**src/rtl/booth_mul_seq_if.sv**
```systemverilog
// Request/response bus of booth_mul_seq; req_acc is present only when
// BOOTH_MUL_SEQ_ACC_EN is defined.
interface booth_mul_seq_if #(
    parameter int unsigned W = 32
);
    logic           req_valid;
    logic           req_ready;
    logic [1:0]     req_mode;
    logic           req_signed_1;
    logic           req_signed_2;
    logic [W-1:0]   req_in_1;
    logic [W-1:0]   req_in_2;
`ifdef BOOTH_MUL_SEQ_ACC_EN
    logic           req_acc;
`endif
    logic           resp_valid;
    logic           resp_ready;
    logic [2*W-1:0] resp_result;

`ifdef BOOTH_MUL_SEQ_ACC_EN
    modport master (
        output req_valid, req_mode, req_signed_1, req_signed_2, req_in_1, req_in_2, req_acc,
        output resp_ready,
        input  req_ready, resp_valid, resp_result
    );
    modport slave (
        input  req_valid, req_mode, req_signed_1, req_signed_2, req_in_1, req_in_2, req_acc,
        input  resp_ready,
        output req_ready, resp_valid, resp_result
    );
`else
    modport master (
        output req_valid, req_mode, req_signed_1, req_signed_2, req_in_1, req_in_2,
        output resp_ready,
        input  req_ready, resp_valid, resp_result
    );
    modport slave (
        input  req_valid, req_mode, req_signed_1, req_signed_2, req_in_1, req_in_2,
        input  resp_ready,
        output req_ready, resp_valid, resp_result
    );
`endif
endinterface

```
**src/rtl/booth_mul_seq.sv**
```systemverilog
// Iterative radix-4 Booth SIMD multiplier (1xW, 2xW/2, 4xW/4 lanes), DPC digits per lane per cycle.
// Define BOOTH_MUL_SEQ_ACC_EN to add req_acc: accumulate the product onto the previous result.
module booth_mul_seq #(
    parameter int unsigned W   = 32,
    parameter int unsigned DPC = 2
) (
    input  logic           clk,
    input  logic           reset,
    booth_mul_seq_if.slave bus
);
    localparam int unsigned N0 = W / (2 * DPC);
    localparam int unsigned CW = $clog2(N0);
    localparam int unsigned IW = $clog2(W + 1);

    typedef enum logic [1:0] {IDLE, BUSY, FIX, DONE} state_t;

    state_t         state;
    logic [W-1:0]   mul_q;
    logic [W-1:0]   mcd_q;
    logic           sgn1_q;
    logic           sgn2_q;
    logic [1:0]     mode_q;
    logic [CW-1:0]  cnt_q;
    logic [CW-1:0]  cnt_last;
    logic [2*W-1:0] acc_q;
    logic [2*W-1:0] acc_init;
    logic [2*W-1:0] step_acc;
    logic [2*W-1:0] fix_acc;
    logic [2*W-1:0] step_mode [3];
    logic [2*W-1:0] fix_mode  [3];
    logic           resp_valid_q;
    logic [2*W-1:0] resp_result_q;
    logic           accept;

    assign bus.req_ready   = (state == IDLE) || ((state == DONE) && bus.resp_ready);
    assign bus.resp_valid  = resp_valid_q;
    assign bus.resp_result = resp_result_q;
    assign accept          = bus.req_valid && bus.req_ready;

`ifdef BOOTH_MUL_SEQ_ACC_EN
    assign acc_init = bus.req_acc ? resp_result_q : '0;
`else
    assign acc_init = '0;
`endif

    // Per-mode lane datapaths; each lane is isolated to its own 2L-bit slice.
    for (genvar m = 0; m < 3; m++) begin : g_mode
        localparam int unsigned L     = W >> m;
        localparam int unsigned L2    = 2 * L;
        localparam int unsigned LANES = 1 << m;

        logic [2*W-1:0] step_v;
        logic [2*W-1:0] fix_v;

        always_comb begin
            logic [L-1:0]  y;
            logic [L-1:0]  x;
            logic [L2-1:0] xe;
            logic [L2-1:0] mag;
            logic [L2-1:0] sum;
            logic [L2-1:0] corr;
            logic [W:0]    y_ext;
            logic [IW-1:0] idx;
            logic [2:0]    dig;
            logic          neg;
            step_v = '0;
            fix_v  = '0;
            for (int unsigned k = 0; k < LANES; k++) begin
                y     = mul_q[k*L +: L];
                x     = mcd_q[k*L +: L];
                xe    = {{L{sgn2_q & x[L-1]}}, x};
                y_ext = (W+1)'({y, 1'b0});
                sum   = acc_q[k*L2 +: L2];
                for (int unsigned d = 0; d < DPC; d++) begin
                    idx = IW'(2 * (32'(cnt_q) * DPC + d));
                    dig = y_ext[idx +: 3];
                    mag = '0;
                    neg = 1'b0;
                    case (dig)
                        3'b001, 3'b010: mag = xe;
                        3'b011:         mag = {xe[L2-2:0], 1'b0};
                        3'b100: begin   mag = {xe[L2-2:0], 1'b0}; neg = 1'b1; end
                        3'b101, 3'b110: begin mag = xe; neg = 1'b1; end
                        default:        mag = '0;
                    endcase
                    // Negative digit: inverted multiplicand plus a +1 at the digit LSB.
                    sum = sum + ((neg ? ~mag : mag) << idx) + (L2'(neg) << idx);
                end
                step_v[k*L2 +: L2] = sum;
                // Booth treats the multiplier as signed; an unsigned one with MSB set needs +x<<L.
                corr = (!sgn1_q && y[L-1]) ? (xe << L) : '0;
                fix_v[k*L2 +: L2] = acc_q[k*L2 +: L2] + corr;
            end
        end

        assign step_mode[m] = step_v;
        assign fix_mode[m]  = fix_v;
    end

    always_comb begin
        step_acc = step_mode[0];
        fix_acc  = fix_mode[0];
        cnt_last = CW'(N0 - 1);
        case (mode_q)
            2'd1: begin
                step_acc = step_mode[1];
                fix_acc  = fix_mode[1];
                cnt_last = CW'(N0 / 2 - 1);
            end
            2'd2: begin
                step_acc = step_mode[2];
                fix_acc  = fix_mode[2];
                cnt_last = CW'(N0 / 4 - 1);
            end
            default: ;
        endcase
    end

    always_ff @(posedge clk) begin
        if (reset) begin
            state         <= IDLE;
            resp_valid_q  <= 1'b0;
            resp_result_q <= '0;
            acc_q         <= '0;
            mul_q         <= '0;
            mcd_q         <= '0;
            sgn1_q        <= 1'b0;
            sgn2_q        <= 1'b0;
            mode_q        <= 2'd0;
            cnt_q         <= '0;
        end else begin
            case (state)
                IDLE, DONE: begin
                    if ((state == DONE) && bus.resp_ready) begin
                        resp_valid_q <= 1'b0;
                        state        <= IDLE;
                    end
                    // In DONE an accept implies resp_ready, so retire and restart share the edge.
                    if (accept) begin
                        mul_q  <= bus.req_in_1;
                        mcd_q  <= bus.req_in_2;
                        sgn1_q <= bus.req_signed_1;
                        sgn2_q <= bus.req_signed_2;
                        mode_q <= (bus.req_mode == 2'd3) ? 2'd0 : bus.req_mode;
                        acc_q  <= acc_init;
                        cnt_q  <= '0;
                        state  <= BUSY;
                    end
                end
                BUSY: begin
                    acc_q <= step_acc;
                    cnt_q <= cnt_q + CW'(1);
                    if (cnt_q == cnt_last) begin
                        state <= FIX;
                    end
                end
                FIX: begin
                    acc_q         <= fix_acc;
                    resp_result_q <= fix_acc;
                    resp_valid_q  <= 1'b1;
                    state         <= DONE;
                end
                default: state <= IDLE;
            endcase
        end
    end
endmodule

```
**src/flat_wrapper.sv**
```systemverilog
// flat-port wrapper written by rule: the top's interface ports become plain ports
module booth_mul_seq_flat 
#(
    parameter int unsigned W   = 32,
    parameter int unsigned DPC = 2
)
  (clk, reset, bus_req_valid, bus_req_mode, bus_req_signed_1, bus_req_signed_2, bus_req_in_1, bus_req_in_2, bus_resp_ready, bus_req_ready, bus_resp_valid, bus_resp_result);
  booth_mul_seq_if #(.W(W)) bus_i ();
  input  logic clk;
  input  logic reset;
  input wire logic [$bits(bus_i.req_valid)-1:0] bus_req_valid;
  input wire logic [$bits(bus_i.req_mode)-1:0] bus_req_mode;
  input wire logic [$bits(bus_i.req_signed_1)-1:0] bus_req_signed_1;
  input wire logic [$bits(bus_i.req_signed_2)-1:0] bus_req_signed_2;
  input wire logic [$bits(bus_i.req_in_1)-1:0] bus_req_in_1;
  input wire logic [$bits(bus_i.req_in_2)-1:0] bus_req_in_2;
  input wire logic [$bits(bus_i.resp_ready)-1:0] bus_resp_ready;
  output wire logic [$bits(bus_i.req_ready)-1:0] bus_req_ready;
  output wire logic [$bits(bus_i.resp_valid)-1:0] bus_resp_valid;
  output wire logic [$bits(bus_i.resp_result)-1:0] bus_resp_result;
  assign bus_i.req_valid = bus_req_valid;
  assign bus_i.req_mode = bus_req_mode;
  assign bus_i.req_signed_1 = bus_req_signed_1;
  assign bus_i.req_signed_2 = bus_req_signed_2;
  assign bus_i.req_in_1 = bus_req_in_1;
  assign bus_i.req_in_2 = bus_req_in_2;
  assign bus_i.resp_ready = bus_resp_ready;
  assign bus_req_ready = bus_i.req_ready;
  assign bus_resp_valid = bus_i.resp_valid;
  assign bus_resp_result = bus_i.resp_result;
  booth_mul_seq #(.W(W), .DPC(DPC)) u_core (.clk(clk), .reset(reset), .bus(bus_i));
endmodule
```
**config.mk**
```make
export PLATFORM = sky130hd
export DESIGN_NAME = booth_mul_seq_flat
export DESIGN_NICKNAME = d
export VERILOG_FILES = /design/src/rtl/booth_mul_seq_if.sv /design/src/rtl/booth_mul_seq.sv /design/src/flat_wrapper.sv
export SDC_FILE = /design/constraint.sdc
export NUM_CORES = 2
export LEC_CHECK = 0
export BUFFER_PORTS_ARGS = -buffer_cell sky130_fd_sc_hd__buf_2
export CAP_MARGIN = 20
export CORE_MARGIN = 2
export CORE_UTILIZATION = 30
export CTS_CLUSTER_SIZE = 40
export DETAILED_ROUTE_END_ITERATION = 8
export PLACE_DENSITY = 0.52
export SYNTH_ARGS = -nofsm -noshare
export SYNTH_HDL_FRONTEND = slang
export SYNTH_SLANG_ARGS = --single-unit
```
**constraint.sdc**
```tcl
create_clock -name clk -period 12.4 [get_ports clk]
set_clock_uncertainty 0.2 [all_clocks]
set_input_delay 2.48 -clock clk [delete_from_list [all_inputs] [get_ports clk]]
set_output_delay 2.48 -clock clk [all_outputs]
set_load 0.01 [all_outputs]
```
# Yosys cells after proc, flatten, opt, wreduce, memory -nomap -nowiden
# Cells that the tools add are included.
classes:
  addsub: 37
  n_eq_ne: 95
  n_shift: 42
  muxes: 63
  bitwise_logic: 18
  reduce_logical: 58
ops:
  columns: ["op", "count"]
  rows:
  - ["64-bit case mux with 2 select lines", 4]
  - ["16-bit adder", 20]
  - ["32-bit adder", 10]
  - ["64-bit adder", 5]
  - ["64-bit 2-to-1 mux", 4]
  - ["16-bit case mux with 2 select lines", 8]
  - ["32-bit case mux with 2 select lines", 4]
  - ["33-bit by 6-bit indexed part select with 3-bit output", 7]
  - ["33-bit by 7-bit indexed part select with 3-bit output", 7]
  - ["16-bit 2-to-1 mux", 12]
  - ["32-bit 2-to-1 mux", 6]
  - ["64-bit case mux with 3 select lines", 1]
  - ["16-bit inverter", 8]
  - ["32-bit inverter", 4]
  - ["64-bit inverter", 2]
  - ["3-bit equality test, second input constant", 42]
  - ["3-bit by 2-bit equality test with 1-bit output, second input constant", 28]
  - ["1-bit by 5-bit left shift with 16-bit output", 4]
  - ["1-bit by 5-bit left shift with 32-bit output", 2]
  - ["1-bit by 5-bit left shift with 64-bit output", 1]
  - ["1-bit by 6-bit left shift with 16-bit output", 4]
  - ["1-bit by 6-bit left shift with 32-bit output", 2]
  - ["1-bit by 6-bit left shift with 64-bit output", 1]
  - ["16-bit by 5-bit left shift with 16-bit output", 4]
  - ["29 further kinds", 123]
totals:
  register_bits: 202
  inputBits: 72
  output_inout_bits: 66
  elab_cells: 323

# Logic depth before layout (Yosys ltp)
logic_depth:
  ltp_word: 13
  mapped_depth: 39

# Worst setup path after synthesis
# No wires, ideal clock.
synth_path:
  kind: "register -> register"
  start: "register u_core.cnt_q[0]"
  end: "register u_core.acc_q[31]"
  arrival_ps: 8109
  slack_ps: 3969
  path_stages_with_launch: 31
  path_buffers: 8
  path_cell_list: "dfxtp_1 buf_6 buf_4 buf_4 buf_2 buf_1 clkbuf_1 mux2i_1 o21ai_0 inv_1 ha_1 o311ai_1 clkbuf_1 buf_1 xnor2_1 or2_2 fa_1 inv_1 fa_1 ha_1 nor2b_1 o31ai_1 a211oi_1 o21ai_0 o21ai_0 a41oi_1 a21oi_1 o22ai_1 xor2_1 a221o_1 a221o_1"
synth_via:
  elab_chain_len: 13
  word_cells_on_any_way: 111
  classes_between: "add/sub: 13; eq/ne: 36; shift: 18; mux: 20; bitwise: 6; reduce/logical: 18"
synth_rtl:
  columns: ["element", "line", "source"]
  rows:
  - ["start: declaration", "booth_mul_seq.sv:23", "logic [CW-1:0] cnt_q;"]
  - ["start signal: assignment", "booth_mul_seq.sv:152", "cnt_q <= cnt_q + CW'(1);"]
  - ["33-bit by 6-bit indexed part select with 3-bit output", "booth_mul_seq.sv:76", "dig = y_ext[idx +: 3];"]
  - ["3-bit by 1-bit equality test with 1-bit output (tied with other cells)", "booth_mul_seq.sv:79", "case (dig)"]
  - ["4-bit OR reduction (no source line) / 2-bit OR reduction (equally long branches)", null, null]
  - ["64-bit case mux with 2 select lines (tied with other cells)", "booth_mul_seq.sv:79", null]
  - ["64-bit inverter (tied with other cells)", "booth_mul_seq.sv:87", "sum = sum + ((neg ? ~mag : mag) << idx) + (L2'(neg) << idx);"]
  - ["64-bit 2-to-1 mux (tied with other cells)", "booth_mul_seq.sv:87", null]
  - ["64-bit by 5-bit left shift with 64-bit output (tied with other cells)", "booth_mul_seq.sv:87", null]
  - ["64-bit adder (tied with other cells) (4 in series)", "booth_mul_seq.sv:87", null]
  - ["64-bit case mux with 2 select lines (*)", "booth_mul_seq.sv:104", "case (mode_q)"]
  - ["64-bit case mux with 3 select lines (*)", "booth_mul_seq.sv:132", "case (state)"]
  - ["end signal: assignment", "booth_mul_seq.sv:145", "acc_q <= acc_init;"]
  - ["end signal: assignment", "booth_mul_seq.sv:151", "acc_q <= step_acc;"]
  - ["end signal: assignment", "booth_mul_seq.sv:158", "acc_q <= fix_acc;"]
  - ["end: declaration", "booth_mul_seq.sv:25", "logic [2*W-1:0] acc_q;"]
# Every way passes the cells marked *; elsewhere a longest branch is shown, timed or not.
# A chain may end at the register's enable or synchronous reset.

# Worst setup path in the final report
layout_path:
  start: "register u_core.cnt_q[0]"
  end: "register u_core.acc_q[62]"
# Same word-level chain as after synthesis.

==> results.md <==
* FP Rows at 141
* H-tree depth at 1
* Final min period at 11.64 ns
* RSZ-0062 raised after global routing: no
* Synth Area per Inst at 7.23 um2
* Crit. End Element: register
* Via density at 5.71
* Core Region at 0.147 mm2
* FFs w/ async S/R, synth at 0
* Fin nets at 6819
* Largest net degree at the start of global routing at 170
* Leading area contributor after synthesis: ha_1
* Register area at 0.00406 mm2
* Slowest stage cell on the critical path: a2111oi_0
* Post-CTS Hold Fix Bufs at 0
* Status: finished clean
* CTS root buffer: clkbuf_16
* Initial Utilization at 0.301
* Layout area overhead at 7.81%
* # clock sinks at 202
* DRT Wirelength at 206000 um
* Clk buf depth at 3
* Yosys top cell area share at 0.132
* MaxCap Viol Count at 0
* Fillers at 16100
* # IOs at 138
* Buffers on Ports at 137
* DIE AREA at 0.151 mm2
* YS warnings at 0
* Max_slew headroom at 0.170
* Vias in the first global route at 42900
* HPWL Detailed at 160000 um
* 1st-pass router iterations at 6
* Area of the multi-input gates at 0.0362 mm2
* Max Slew Vio Count at 0
* Crit path required time at 12.77 ns
* Total congestion overflow at 0
* Post-CTS setup buffer count at 0
* Number of antenna violations at the first check in global routing at 7
* Share of layout cells above drive strength 1 at 0.0690
* Fmax at 85.9 MHz
* Period utilisation layout at 0.939
* Worst-case vdd ir drop at 124 uV
* Tot Pwr at 12100 uW
* Iteration-0 DRC Markers at 4696
* CTS Buf Count at 27
* GP Congestion at 0.989
* Clock slew at reported path FFs at 0.06 ns
* Width of the chip at 389 um
* Leakage power at 0.0216 uW
* Worst EP arrival at 12.01 ns
* Setup TNS at 0 ns
* Worst-skew pair later-pin latency at 0.64 ns
* Worst-path fanout max at 64
* Type of the tightest min-delay check: register to register
* DRC at 0
* Sequential area share after synthesis at 0.0910
* Setup CP Type: register to register
* Netlist Area Pre-Place at 0.0445 mm2
* Synth cell types at 99
* Post-synth EDFFs at 0
* Worst Tran Pin Value at 1.21 ns
* GRT Overall Usage at 0.263
* DIE HEIGHT at 389 um
* First-pass GRT wire length at 297000 um
* Startpoint types: register
* Final antenna-violating net count at 0
* Most used flip-flop cell after synthesis: dfxtp_1
* Via count at 45600
* WL/cell at 25.8 um
* Pwr dens at 253 mW/mm2
* Fin. Hold Viols at 0
* Top cells by area, synth: ha_1 (13%), fa_1 (11%), dfxtp_1 (9.1%), a21oi_1 (6.9%), inv_1 (6.2%)
* Post-CTS sizing at 0
* CTS tree: done
* Final setup violation count at 0
* Max stage delay on crit path at 1.08 ns
* Cell count after synthesis at 6145
* Number of synthesized register bits at 202
* Util after Layout at 0.325
[metrics by stage]
step	hold WS, ns	std cells	setup WS [ns]	instance area [um2]
6_report	0.254	7985	0.760	47900
5_1_grt	0.269	7975	0.469	47900
4_1_cts	0.255	7974	1.28	47900
3_5_place_dp	0.242	7927	1.28	47000
3_3_place_gp	0.236	7927	1.55	47000
2_1_floorplan	0.233	6176	3.97	44600
[final cells by class]
cell class                      instances  share of cell area
Multi-Input combinational cell       4807               0.755
Sequential cell                       202              0.0846
Inverter                              746              0.0585
Tap cell                             1930              0.0504
Timing Repair Buffer                  243              0.0316
Clock buffer                           39              0.0165
Clock inverter                          8             0.00279
Antenna cell                           10            0.000522
[where the power goes]
| part | switching [uW] | internal (uW) | total [uW] |
|---|---|---|---|
| clock network | 348 | 504 | 852 |
| registers | 177 | 782 | 959 |
| logic | 6830 | 3490 | 10300 |
| total | 7360 | 4780 | 12100 |
[synthesized netlist by cell type (123+ instances only)]
master and number:
a21o_1 123, a21oi_1 613, clkbuf_1 328, dfxtp_1 202, fa_1 252, ha_1 468
inv_1 740, mux2i_1 153, nand2_1 591, nor2_1 490, o21ai_0 266, xnor2_1 272
xor2_1 178
[logic make-up after synthesis]
logic type	Yosys count	synth area share
AOI/OAI and AO/OA	1820	0.267
and+or+nand+nor	1595	0.162
buffers and inverters	1167	0.101
adders and majority gates	720	0.245
xor gates and xnor gates	452	0.0894
DFF	202	0.0910
muxes	187	0.0451
other	2	0.000169
[cells in the final DEF, fill, tap and decap left out, drive strengths merged, types with 51 or more instances in the layout]
master  count
a211oi     61
a21o      123
a21oi     616
a221oi     54
a22oi     117
and2      113
buf       243
dfxtp     202
fa        252
ha        468
inv       746
mux2i     154
nand2     591
nand3      65
nor2      491
nor3       88
o21ai     269
o21bai     52
o221ai     51
o22ai      84
xnor2     274
xor2      178
[worst max-delay path, delay by kind of cell, from the launching register on]
family / cells / cell delay, ns
simple gates: 11 / 2.49
xor+xnor: 1 / 0.24
mux: 1 / 0.24
flops: 1 / 0.86
compound gates: 9 / 3.77
fa+ha+maj: 5 / 1.76
buf+inv: 8 / 2.00
[path summary, 6_finish.rpt]
kind,from,endpoint,slack (ns),cells after the start
hold / removal,u_core.g_mode[0].$7.y[6],u_core.g_mode[0].$7.y[6],0.25,2
hold reg to reg,u_core.g_mode[0].$7.y[6],u_core.g_mode[0].$7.y[6],0.25,2
setup / recovery,u_core.cnt_q[0],u_core.acc_q[62],0.76,35
setup reg to reg,u_core.cnt_q[0],u_core.acc_q[62],0.76,35
[per-layer routing]
| metal | vias up | global-route usage | part of all wire |
|---|---|---|---|
| met5 | - | 0 | 0 |
| met4 | 0 | 0.149 | 0.066 |
| met3 | 456 | 0.0292 | 0.062 |
| met2 | 1974 | 0.446 | 0.48 |
| met1 | 22200 | 0.322 | 0.40 |
| li1 | 21000 | - | - |
[registers in the layout (all words and copies together) (netlist names)]
name / cells
u_core.acc_q: 64
u_core.bus.resp_result: 64
u_core.g_mode.$7.x: 32
u_core.g_mode.$7.y: 32
u_core.cnt_q: 3
u_core.mode_q: 2
u_core.state: 2
u_core.bus.resp_valid: 1
u_core.sgn1_q: 1
u_core.sgn2_q: 1
Power figures use the tool's default switching activity.
